--- config.mk ---
export PLATFORM = sky130hd
export DESIGN_NAME = magma_block_sequencer_flat
export DESIGN_NICKNAME = d
export VERILOG_FILES = /design/src/rtl/magma_block_sequencer_if.sv /design/src/rtl/magma_block_sequencer.sv /design/src/flat_wrapper.sv
export SDC_FILE = /design/constraint.sdc
export NUM_CORES = 1
export LEC_CHECK = 0
export ABC_AREA = 1
export ABC_CLOCK_PERIOD_IN_PS = 4200
export BUFFER_PORTS_ARGS = -buffer_cell sky130_fd_sc_hd__buf_2
export CAP_MARGIN = 20
export CORE_MARGIN = 8
export CORE_UTILIZATION = 45
export DETAILED_ROUTE_END_ITERATION = 12
export HOLD_SLACK_MARGIN = 0.15
export PLACE_DENSITY_LB_ADDON = 0.2
export SETUP_SLACK_MARGIN = 0.3
export SLEW_MARGIN = 20
export SYNTH_ARGS = -nofsm -noshare
export SYNTH_HDL_FRONTEND = slang
export SYNTH_SLANG_ARGS = --single-unit
--- constraint.sdc ---
create_clock -name clk -period 4.2 [get_ports clk]
set_input_delay 0.42 -clock clk [delete_from_list [all_inputs] [get_ports clk]]
set_output_delay 0.42 -clock clk [all_outputs]
set_load 0.01 [all_outputs]
--- src/rtl/magma_block_sequencer_if.sv ---
// Magma block sequencer bus: input stream, cipher core side, result stream.
// The sequencer takes the slave view; the environment drives the master view.
interface magma_block_sequencer_if;
    logic        in_valid;
    logic        in_ready;
    logic [63:0] in_data;
    logic        in_encr_decr;
    logic        core_start;
    logic [63:0] core_data_in;
    logic        core_encr_decr;
    logic        core_done;
    logic [63:0] core_data_out;
    logic        out_valid;
    logic        out_ready;
    logic [63:0] out_data;
    logic        out_encr_decr;
    logic        busy;
    logic        timeout_err;

    modport slave (
        input  in_valid, in_data, in_encr_decr,
        input  core_done, core_data_out, out_ready,
        output in_ready, core_start, core_data_in, core_encr_decr,
        output out_valid, out_data, out_encr_decr, busy, timeout_err
    );

    modport master (
        output in_valid, in_data, in_encr_decr,
        output core_done, core_data_out, out_ready,
        input  in_ready, core_start, core_data_in, core_encr_decr,
        input  out_valid, out_data, out_encr_decr, busy, timeout_err
    );
endinterface

--- src/rtl/magma_block_sequencer.sv ---
// Feeds 64-bit blocks from a FIFO to the Magma core one at a time (ECB),
// holding operands stable and registering each result for a valid/ready sink.
module magma_block_sequencer #(
    parameter int FIFO_DEPTH = 4,
    parameter int TIMEOUT    = 63
) (
    input logic clk,
    input logic reset_,
    magma_block_sequencer_if.slave bus
);
    localparam int          AW     = $clog2(FIFO_DEPTH);
    localparam logic [AW:0] FULL   = (AW+1)'(FIFO_DEPTH);
    localparam logic [7:0]  TMO    = 8'(TIMEOUT);
    localparam logic [1:0]  S_IDLE = 2'd0;
    localparam logic [1:0]  S_LNCH = 2'd1;
    localparam logic [1:0]  S_WAIT = 2'd2;

    logic [64:0]   mem_q [FIFO_DEPTH];
    logic [AW-1:0] wptr_q, wptr_d, rptr_q, rptr_d;
    logic [AW:0]   cnt_q, cnt_d;
    logic [1:0]    state_q, state_d;
    logic [7:0]    tmr_q, tmr_d;
    logic [63:0]   cdat_q, cdat_d, odat_q, odat_d;
    logic          cmode_q, cmode_d, omode_q, omode_d;
    logic          oval_q, oval_d, err_q, err_d;
    logic          push, pop;

    // A full FIFO stays full for the cycle even if a pop happens.
    assign bus.in_ready = !reset_ && (cnt_q != FULL);
    assign push         = bus.in_valid && bus.in_ready;

    always_comb begin
        state_d = state_q;
        tmr_d   = tmr_q;
        cdat_d  = cdat_q;
        cmode_d = cmode_q;
        odat_d  = odat_q;
        omode_d = omode_q;
        oval_d  = oval_q;
        err_d   = err_q;
        pop     = 1'b0;
        if (oval_q && bus.out_ready) oval_d = 1'b0;
        unique case (state_q)
            S_IDLE: begin
                if (cnt_q != '0 && !oval_q) begin
                    pop               = 1'b1;
                    {cmode_d, cdat_d} = mem_q[rptr_q];
                    state_d           = S_LNCH;
                end
            end
            S_LNCH: begin
                tmr_d   = '0;
                state_d = S_WAIT;
            end
            S_WAIT: begin
                if (bus.core_done) begin
                    odat_d  = bus.core_data_out;
                    omode_d = cmode_q;
                    oval_d  = 1'b1;
                    state_d = S_IDLE;
                end else begin
                    tmr_d = tmr_q + 8'd1;
                    if (tmr_d == TMO) begin
                        err_d   = 1'b1;
                        state_d = S_IDLE;
                    end
                end
            end
            default: state_d = S_IDLE;
        endcase
    end

    always_comb begin
        wptr_d = push ? wptr_q + AW'(1) : wptr_q;
        rptr_d = pop  ? rptr_q + AW'(1) : rptr_q;
        cnt_d  = cnt_q;
        if (push && !pop) cnt_d = cnt_q + (AW+1)'(1);
        if (!push && pop) cnt_d = cnt_q - (AW+1)'(1);
    end

    always_ff @(posedge clk) begin
        if (push) mem_q[wptr_q] <= {bus.in_encr_decr, bus.in_data};
    end

    always_ff @(posedge clk) begin
        if (reset_) begin
            wptr_q  <= '0;
            rptr_q  <= '0;
            cnt_q   <= '0;
            state_q <= S_IDLE;
            tmr_q   <= '0;
            cdat_q  <= '0;
            cmode_q <= 1'b0;
            odat_q  <= '0;
            omode_q <= 1'b0;
            oval_q  <= 1'b0;
            err_q   <= 1'b0;
        end else begin
            wptr_q  <= wptr_d;
            rptr_q  <= rptr_d;
            cnt_q   <= cnt_d;
            state_q <= state_d;
            tmr_q   <= tmr_d;
            cdat_q  <= cdat_d;
            cmode_q <= cmode_d;
            odat_q  <= odat_d;
            omode_q <= omode_d;
            oval_q  <= oval_d;
            err_q   <= err_d;
        end
    end

    assign bus.core_start     = (state_q == S_LNCH);
    assign bus.core_data_in   = cdat_q;
    assign bus.core_encr_decr = cmode_q;
    assign bus.out_valid      = oval_q;
    assign bus.out_data       = odat_q;
    assign bus.out_encr_decr  = omode_q;
    assign bus.busy           = (state_q != S_IDLE) || (cnt_q != '0);
    assign bus.timeout_err    = err_q;
endmodule

--- src/flat_wrapper.sv ---
// flat-port wrapper written by rule: the top's interface ports become plain ports
module magma_block_sequencer_flat 
#(
    parameter int FIFO_DEPTH = 4,
    parameter int TIMEOUT    = 63
)
  (clk, reset_, bus_in_valid, bus_in_data, bus_in_encr_decr, bus_core_done, bus_core_data_out, bus_out_ready, bus_in_ready, bus_core_start, bus_core_data_in, bus_core_encr_decr, bus_out_valid, bus_out_data, bus_out_encr_decr, bus_busy, bus_timeout_err);
  magma_block_sequencer_if bus_i ();
  input logic clk;
  input logic reset_;
  input wire logic [$bits(bus_i.in_valid)-1:0] bus_in_valid;
  input wire logic [$bits(bus_i.in_data)-1:0] bus_in_data;
  input wire logic [$bits(bus_i.in_encr_decr)-1:0] bus_in_encr_decr;
  input wire logic [$bits(bus_i.core_done)-1:0] bus_core_done;
  input wire logic [$bits(bus_i.core_data_out)-1:0] bus_core_data_out;
  input wire logic [$bits(bus_i.out_ready)-1:0] bus_out_ready;
  output wire logic [$bits(bus_i.in_ready)-1:0] bus_in_ready;
  output wire logic [$bits(bus_i.core_start)-1:0] bus_core_start;
  output wire logic [$bits(bus_i.core_data_in)-1:0] bus_core_data_in;
  output wire logic [$bits(bus_i.core_encr_decr)-1:0] bus_core_encr_decr;
  output wire logic [$bits(bus_i.out_valid)-1:0] bus_out_valid;
  output wire logic [$bits(bus_i.out_data)-1:0] bus_out_data;
  output wire logic [$bits(bus_i.out_encr_decr)-1:0] bus_out_encr_decr;
  output wire logic [$bits(bus_i.busy)-1:0] bus_busy;
  output wire logic [$bits(bus_i.timeout_err)-1:0] bus_timeout_err;
  assign bus_i.in_valid = bus_in_valid;
  assign bus_i.in_data = bus_in_data;
  assign bus_i.in_encr_decr = bus_in_encr_decr;
  assign bus_i.core_done = bus_core_done;
  assign bus_i.core_data_out = bus_core_data_out;
  assign bus_i.out_ready = bus_out_ready;
  assign bus_in_ready = bus_i.in_ready;
  assign bus_core_start = bus_i.core_start;
  assign bus_core_data_in = bus_i.core_data_in;
  assign bus_core_encr_decr = bus_i.core_encr_decr;
  assign bus_out_valid = bus_i.out_valid;
  assign bus_out_data = bus_i.out_data;
  assign bus_out_encr_decr = bus_i.out_encr_decr;
  assign bus_busy = bus_i.busy;
  assign bus_timeout_err = bus_i.timeout_err;
  magma_block_sequencer #(.FIFO_DEPTH(FIFO_DEPTH), .TIMEOUT(TIMEOUT)) u_core (.clk(clk), .reset_(reset_), .bus(bus_i));
endmodule
==> results of run 1 <==
## worst min-delay path: stages
cell and delay (ns):
buf_2 0.10, nand3_1 0.08, a21oi_1 0.07
## layer usage
metal	track usage, %	routed length, um
met5	0	22
met4	6.38	1030
met3	4.56	3410
met2	33.5	19000
met1	24.2	16500
## metrics by stage
stage / hold slack [ns] / instances / instance area [sq um]
after floorplan: 0.449 / 1351 / 15200
after global placement: 0.440 / 1987 / 16800
after detailed placement: 0.449 / 1987 / 16800
after CTS: 0.150 / 2191 / 19500
after global routing: 0.170 / 2192 / 19500
final: 0.172 / 2194 / 19500
## registers in the layout, indices dropped and copies added (netlist names)
register,flops
u_core.bus.out_data,64
u_core.bus.core_encr_decr,1
u_core.bus.core_data_in,64
u_core.wptr_q,2
u_core.state_q,2
u_core.cnt_q,3
u_core.bus.out_encr_decr,1
u_core.bus.out_valid,1
u_core.rptr_q,2
u_core.bus.timeout_err,1
u_core.tmr_q,8
u_core.mem_q,260
## area by class of cell
class,instances,area [sq um]
Fill cell,2701,13800
Clock inverter,24,332
Multi-Input combinational cell,817,3840
Inverter,31,118
Timing Repair Buffer,404,2680
Antenna cell,3,7.51
Sequential cell,409,10800
Tap cell,448,561
Clock buffer,58,1180
## power by group through the flow
stage / Sequential [mW] / Clock (mW) / Combinational [mW]
final: 5.15 / 4.00 / 2.96
after global routing: 5.21 / 4.25 / 3.37
after detailed placement: 5.23 / 0 / 2.91
after global placement: 5.23 / 0 / 2.87
after CTS: 5.16 / 4.09 / 3.01
after floorplan: 5.23 / 0 / 1.96
## cell families after synthesis
group / count (synthesis)
AOI/OAI and AO/OA: 353
adders and majority gates: 8
buffers and inverters: 125
DFF: 409
and+or+nand+nor: 456
## final timing paths
kind | endpoint | slack [ns] | from | cells past startpoint
min | u_core.bus.out_data[16] | 0.17 | bus_core_data_out[16] | 3
min reg2reg | u_core.bus.timeout_err | 0.45 | u_core.bus.timeout_err | 2
max | u_core.bus.core_data_in[59] | 1.64 | u_core.rptr_q[0] | 4
max reg2reg | u_core.bus.core_data_in[59] | 1.64 | u_core.rptr_q[0] | 4
## placed cells by master, fill, tap and decap left out, types with 2 or more instances in the layout
| cell | instances |
|---|---|
| buf_4 | 13 |
| clkinvlp_4 | 3 |
| clkinv_2 | 6 |
| nor2_4 | 5 |
| clkinv_1 | 6 |
| clkbuf_1 | 12 |
| o21ai_1 | 3 |
| dlygate4sd3_1 | 122 |
| inv_2 | 6 |
| nand3_1 | 72 |
| ha_1 | 7 |
| diode_2 | 3 |
| o21ai_0 | 200 |
| clkbuf_16 | 45 |
| nor2_1 | 269 |
| inv_1 | 24 |
| a31oi_1 | 66 |
| a21oi_1 | 84 |
| dfxtp_1 | 147 |
| edfxtp_1 | 260 |
| nand4_1 | 2 |
| nand3b_1 | 2 |
| nand2_1 | 100 |
| buf_2 | 268 |
| bufinv_16 | 7 |
| inv_16 | 2 |
==> run metrics, run 1 <==
total power 12.1 mW; synth unique cells 26; Setup Buffers After CTS 0; IO Port Bufs 268; vias in the first global route 11.2k; synthesized flop and latch total 409; Setup WS pre-CTS 1.62 ns; number of synthesized flops with an enable pin 260; largest stage delay on the critical path a little under 0.8 ns; clock transition at the registers of the reported paths around 0.060 ns; syn nets 1493; period utilisation layout 61.0%; TritonCTS clock tree built; dpl hpwl 22400 um; Post-synth ARST share 0%; Synth Area in XOR/XNOR 0%; post-synthesis mux area share 0%; Max Transition Viols Final 0; Total Wirelength 40000 um; Seq pwr share 42.5%; # rows 67; cell with the most instances after synthesis nor2_1; yosys warns 0; Starting DRT DRC Count 603; Mapped Avg Cell Area ~11 sq um; DR vias about 11k; CTS Root Cell clkbuf_16; DRC 0; hold crit path type primary input to register; nature of the critical path endpoint register; gpl congestion 0.781; Core Footprint 33400 sq um; Final Util 58.5%; leakage power approximately 7.4 nW; global route overflow 0; Clock Latency Late Sink roughly 0.55 ns; pin count of the biggest net entering global routing 133; Setup crit start kind register; Logic pwr share 24.5%; clock sink total 409; fmax between 300 and 400 MHz; NetSw ~3.9 mW; sequential area share after synthesis 71.1%; Syn-to-layout area delta 28.5%; die height 200 um; Slew @ Worst Pin 1.05 ns; Antenna Nets Post-Route 0; worst endpoint required time ~4.6 ns; Die W between 150 and 200 um; CP max stage cell dfxtp_4; Buf/Inv on CP 2; ranking of synthesized cells by area edfxtp_1, dfxtp_1, nor2_1, o21ai_0, a21oi_1; critical path, cell by cell clkinv_2 > buf_4 > o21ai_0 > a31oi_1; top cells by count, synth nor2_1, edfxtp_1, o21ai_0; Yosys top cell area share 51.4%; post-synth top area cell edfxtp_1; Hold Vio Cnt, Final 0; Total GRT Usage 19.6%; share of cells above drive strength 1 20.8%; clock skew around 0.015 ns; Final #Nets 1849; main combinational cell family by area after synthesis compound AO/OA/AOI/OAI gates; clk buf depth 3; Synth Area in Compound Gates 12.2%; first-pass GRT wire length 61600 um; Power Density 621 nW/um^2; Post-Synthesis Cells 1351; initial antenna violation count 4; relative slew slack 30.2%; clock network fraction of total power 33.0%; H-tree Lvls 2; status finished clean; TritonRoute pass-1 iters 6; Crit Path Max Fanout 103; Synth Area in Adders 0.709%; DR vias/cell 5.17; io pins 269; unrepaired setup endpoints after global routing no; Int Pwr 8.22 mW; Switching Fraction 32.1%; Final Worst Setup Slack 1.64 ns; crit path kind register to register; number of max-cap violations 0; CTS buffer count 44; final setup fails 0; arrival time at the worst endpoint slightly below 3 ns; area of the die 39900 sq um; worst vdd ir roughly 0.48 mV; # hold bufs at CTS 122; PostCTS Resize Cnt 0; Starting Density 45.5%; fin crit period 2.56 ns; top cell family by delay on the critical path buffers and inverters; simple-gate share of the synthesized area 12.1%; Wirelength per Cell 18.2 um; setup TNS 0 ns; Synth Cell Area 15200 sq um; Synth Flop Type edfxtp_1
Note: power is estimated with default switching activity, not from simulation.
==> run 2, diff against run 1 <==
ABC_AREA = 0   (was 1)
ABC_CLOCK_PERIOD_IN_PS = 2300   (was 4200)
clock period = 2.3 ns   (was 4.2 ns; I/O delays follow)
==> run metrics, run 2 <==
Power Density 1070 nW/um^2 (was 621 nW/um^2); H-tree Lvls 2 (unchanged); Die W 198 um (was 200 um); r2r endpoint u_core.cnt_q[2] (was u_core.bus.core_data_in[59]); clock transition at the registers of the reported paths 0.06 ns (about the same); critical path, cell by cell nor3_2 > or4_4 > inv_4 > ha_4 > inv_2 > fa_2 > xor2_1 > or3_1 > a21oi_1 (was clkinv_2 > buf_4 > o21ai_0 > a31oi_1); fin area 19700 sq um (was 19500 sq um); clock skew 0.0183 ns (was 0.0152 ns); Antenna Nets Post-Route 0 (unchanged); Setup crit start kind register (unchanged); Post-Synthesis Cells 1045 (was 1351); TritonRoute pass-1 iters 5 (was 6); most common cell after layout, fill and taps aside buf_2 (was nor2_1); DR vias 9716 (was 11.3k); Total Wirelength 35700 um (was 40000 um); Hold Vio Cnt, Final 0 (unchanged); gpl congestion 0.833 (was 0.781); global route overflow 0 (unchanged); Syn-to-layout area delta 32.1% (was 28.5%); setup TNS 0 ns (unchanged); DP Area 17000 sq um (was 16800 sq um); Wirelength per Cell 18.5 um (was 18.2 um); Setup WS pre-CTS 0.187 ns (was 1.62 ns); unrepaired setup endpoints after global routing yes (was no); worst vdd ir 0.925 mV (was 0.476 mV); Core Footprint 32600 sq um (was 33400 sq um); Final Util 60.5% (was 58.5%); relative slew slack 41.6% (was 30.2%); IO Port Bufs 268 (unchanged); Synth Flop Type edfxtp_1 (unchanged); yosys warns 0 (unchanged); clock sink total 409 (unchanged); Clock Latency Late Sink 0.53 ns (was 0.55 ns); Total GRT Usage 17.9% (was 19.6%); top cells by count, synth nand2_1, edfxtp_1, dfxtp_1 (was nor2_1, edfxtp_1, o21ai_0); nature of the critical path endpoint register (unchanged); crit path kind register to register (unchanged); post-synth top area cell edfxtp_1 (unchanged); Buf/Inv on CP 2 (unchanged); status finished clean (unchanged); initial antenna violation count 2 (was 4); hold crit path type primary input to register (unchanged); R2R Setup Slk 0.20 ns (was 1.64 ns); DRC 0 (unchanged); pin count of the biggest net entering global routing 151 (was 133); Synth Area in XOR/XNOR 0.410% (was 0%); ranking of synthesized cells by area edfxtp_1, dfxtp_1, mux4_2, nand2_1, a21oi_1 (was edfxtp_1, dfxtp_1, nor2_1, o21ai_0, a21oi_1); CTS buffer count 43 (was 44); CP Depth 9 (was 4); Final #Nets 1594 (was 1849); number of synthesized flops with an enable pin 260 (unchanged); io pins 269 (unchanged); syn nets 1187 (was 1493); Final Worst Setup Slack 0.203 ns (was 1.64 ns); arrival time at the worst endpoint 2.55 ns (was 2.97 ns); dpl hpwl 20900 um (was 22400 um); commonest cells after routing, fill and taps aside buf_2, nand2_1, edfxtp_1 (was nor2_1, buf_2, edfxtp_1); Starting Density 45.8% (was 45.5%); worst endpoint required time 2.75 ns (was 4.60 ns); Starting DRT DRC Count 466 (was 603); final setup fails 0 (unchanged); max FFs per register 260 (unchanged); # fillers 2485 (was 2701); Slew @ Worst Pin 0.877 ns (was 1.05 ns); period utilisation layout 91.2% (was 61.0%); number of max-cap violations 0 (unchanged); Largest Register u_core.mem_q (unchanged); DR vias/cell 5.03 (was 5.17); post-synthesis mux area share 10.0% (was 0%); first-pass GRT wire length 55500 um (was 61600 um); Crit. Startpoint u_core.cnt_q[2] (was u_core.rptr_q[0]); simple-gate share of the synthesized area 8.64% (was 12.1%); Yosys top cell area share 52.3% (was 51.4%); Synth Cell Area 14900 sq um (was 15200 sq um); fmax 477 MHz (was 390 MHz); cell with the most instances after synthesis nand2_1 (was nor2_1); critical path endpoint u_core.cnt_q[2] (was u_core.bus.core_data_in[59]); Synth Area in Compound Gates 5.69% (was 12.2%); Synth Area in Adders 0.720% (was 0.709%); fin crit period 2.10 ns (was 2.56 ns); Mapped Avg Cell Area 14.3 sq um (was 11.2 sq um); CP max stage cell or4_4 (was dfxtp_4); Crit Path Max Fanout 5 (was 103); sequential area share after synthesis 72.2% (was 71.1%); largest stage delay on the critical path 0.44 ns (was 0.79 ns); vias in the first global route 9948 (was 11.2k); share of cells above drive strength 1 29.9% (was 20.8%); synthesized flop and latch total 409 (unchanged); CTS Root Cell clkbuf_16 (unchanged); # rows 66 (was 67); top cell family by delay on the critical path simple AND/OR/NAND/NOR gates (was buffers and inverters); leakage power 7.23 nW (was 7.36 nW); total power 21.2 mW (was 12.1 mW); Post-synth ARST share 0% (unchanged); area of the die 39300 sq um (was 39900 sq um); TritonCTS clock tree built (unchanged); depth of the most critical reg-to-reg path 9 (was 4); clk buf depth 3 (unchanged); synth unique cells 43 (was 26); die height 198 um (was 200 um); reg2reg start u_core.cnt_q[2] (was u_core.rptr_q[0]); main combinational cell family by area after synthesis multiplexers (was compound AO/OA/AOI/OAI gates); Max Transition Viols Final 0 (unchanged)
-- run 2: cell type report --
| type | instances | area, sq um | area share (%) |
|---|---|---|---|
| clock buffers | 55 | 1150 | 5.83 |
| well taps | 442 | 553 | 2.80 |
| flip-flops and latches | 409 | 10800 | 54.8 |
| diodes | 2 | 5.00 | 0.0254 |
| inverters | 14 | 55.1 | 0.279 |
| repair buffers | 428 | 3090 | 15.7 |
| clock inverters | 24 | 221 | 1.12 |
| multi-input cells | 556 | 3840 | 19.5 |
-- run 2: routing by layer --
layer / wire [um] / vias to the layer above / global-route usage [%]
met5: 0 / - / 0
met4: 684 / 0 / 5.12
met3: 2950 / 49 / 4.38
met2: 17200 / 345 / 30.7
met1: 14900 / 4722 / 22.2
li1: - / 4600 / -
-- run 2: worst min path at each step --
stage / from / endpoint / depth (start not counted)
floorplan: bus_in_data[0] / u_core.mem_q[0][0] / 0
global placement: u_core.bus.out_data[26] / u_core.bus.out_data[26] / 2
detailed placement: u_core.bus.out_data[52] / u_core.bus.out_data[52] / 2
CTS: reset_ / u_core.wptr_q[1] / 5
global route: reset_ / u_core.wptr_q[1] / 5
finish: reset_ / u_core.wptr_q[1] / 5
-- run 2: repair_timing --
| action | 4_1_cts | 5_1_grt |
|---|---|---|
| endpoints found under the hold margin | 327 | 0 |
| buffers inserted | 0 | 4 |
| resized for setup | 3 | 5 |
| endpoints found under the setup margin | 68 | 116 |
| pin swaps | 0 | 2 |
| hold buffers | 131 | 0 |
-- run 2: worst reg2reg max path, stage by stage, from the launching register on --
cell	delay, ns
dfxtp_4	0.38
nor3_2	0.06
or4_4	0.44
inv_4	0.09
ha_4	0.13
inv_2	0.03
fa_2	0.33
xor2_1	0.15
or3_1	0.30
a21oi_1	0.12
-- run 2: report_power, final --
group          switching [mW]  internal (mW)  total, mW
Sequential              0.467           8.66       9.12
Clock                    2.77           3.90       6.67
Combinational            3.03           2.35       5.38
Total                    6.26           14.9       21.2
-- run 2: through the flow --
step | cells | hold WS [ns]
3_5_place_dp | 1714 | 0.444
3_3_place_gp | 1714 | 0.438
5_1_grt | 1930 | 0.195
4_1_cts | 1924 | 0.165
2_1_floorplan | 1045 | 0.329
6_report | 1930 | 0.189
-- run 2: kinds of logic after synthesis --
group / count (synthesis)
flip-flops: 409
AND/OR/NAND/NOR: 314
AO/OA/AOI/OAI: 159
buffers and inverters: 80
multiplexers: 68
adder cells (fa/ha/maj): 8
XOR/XNOR: 7
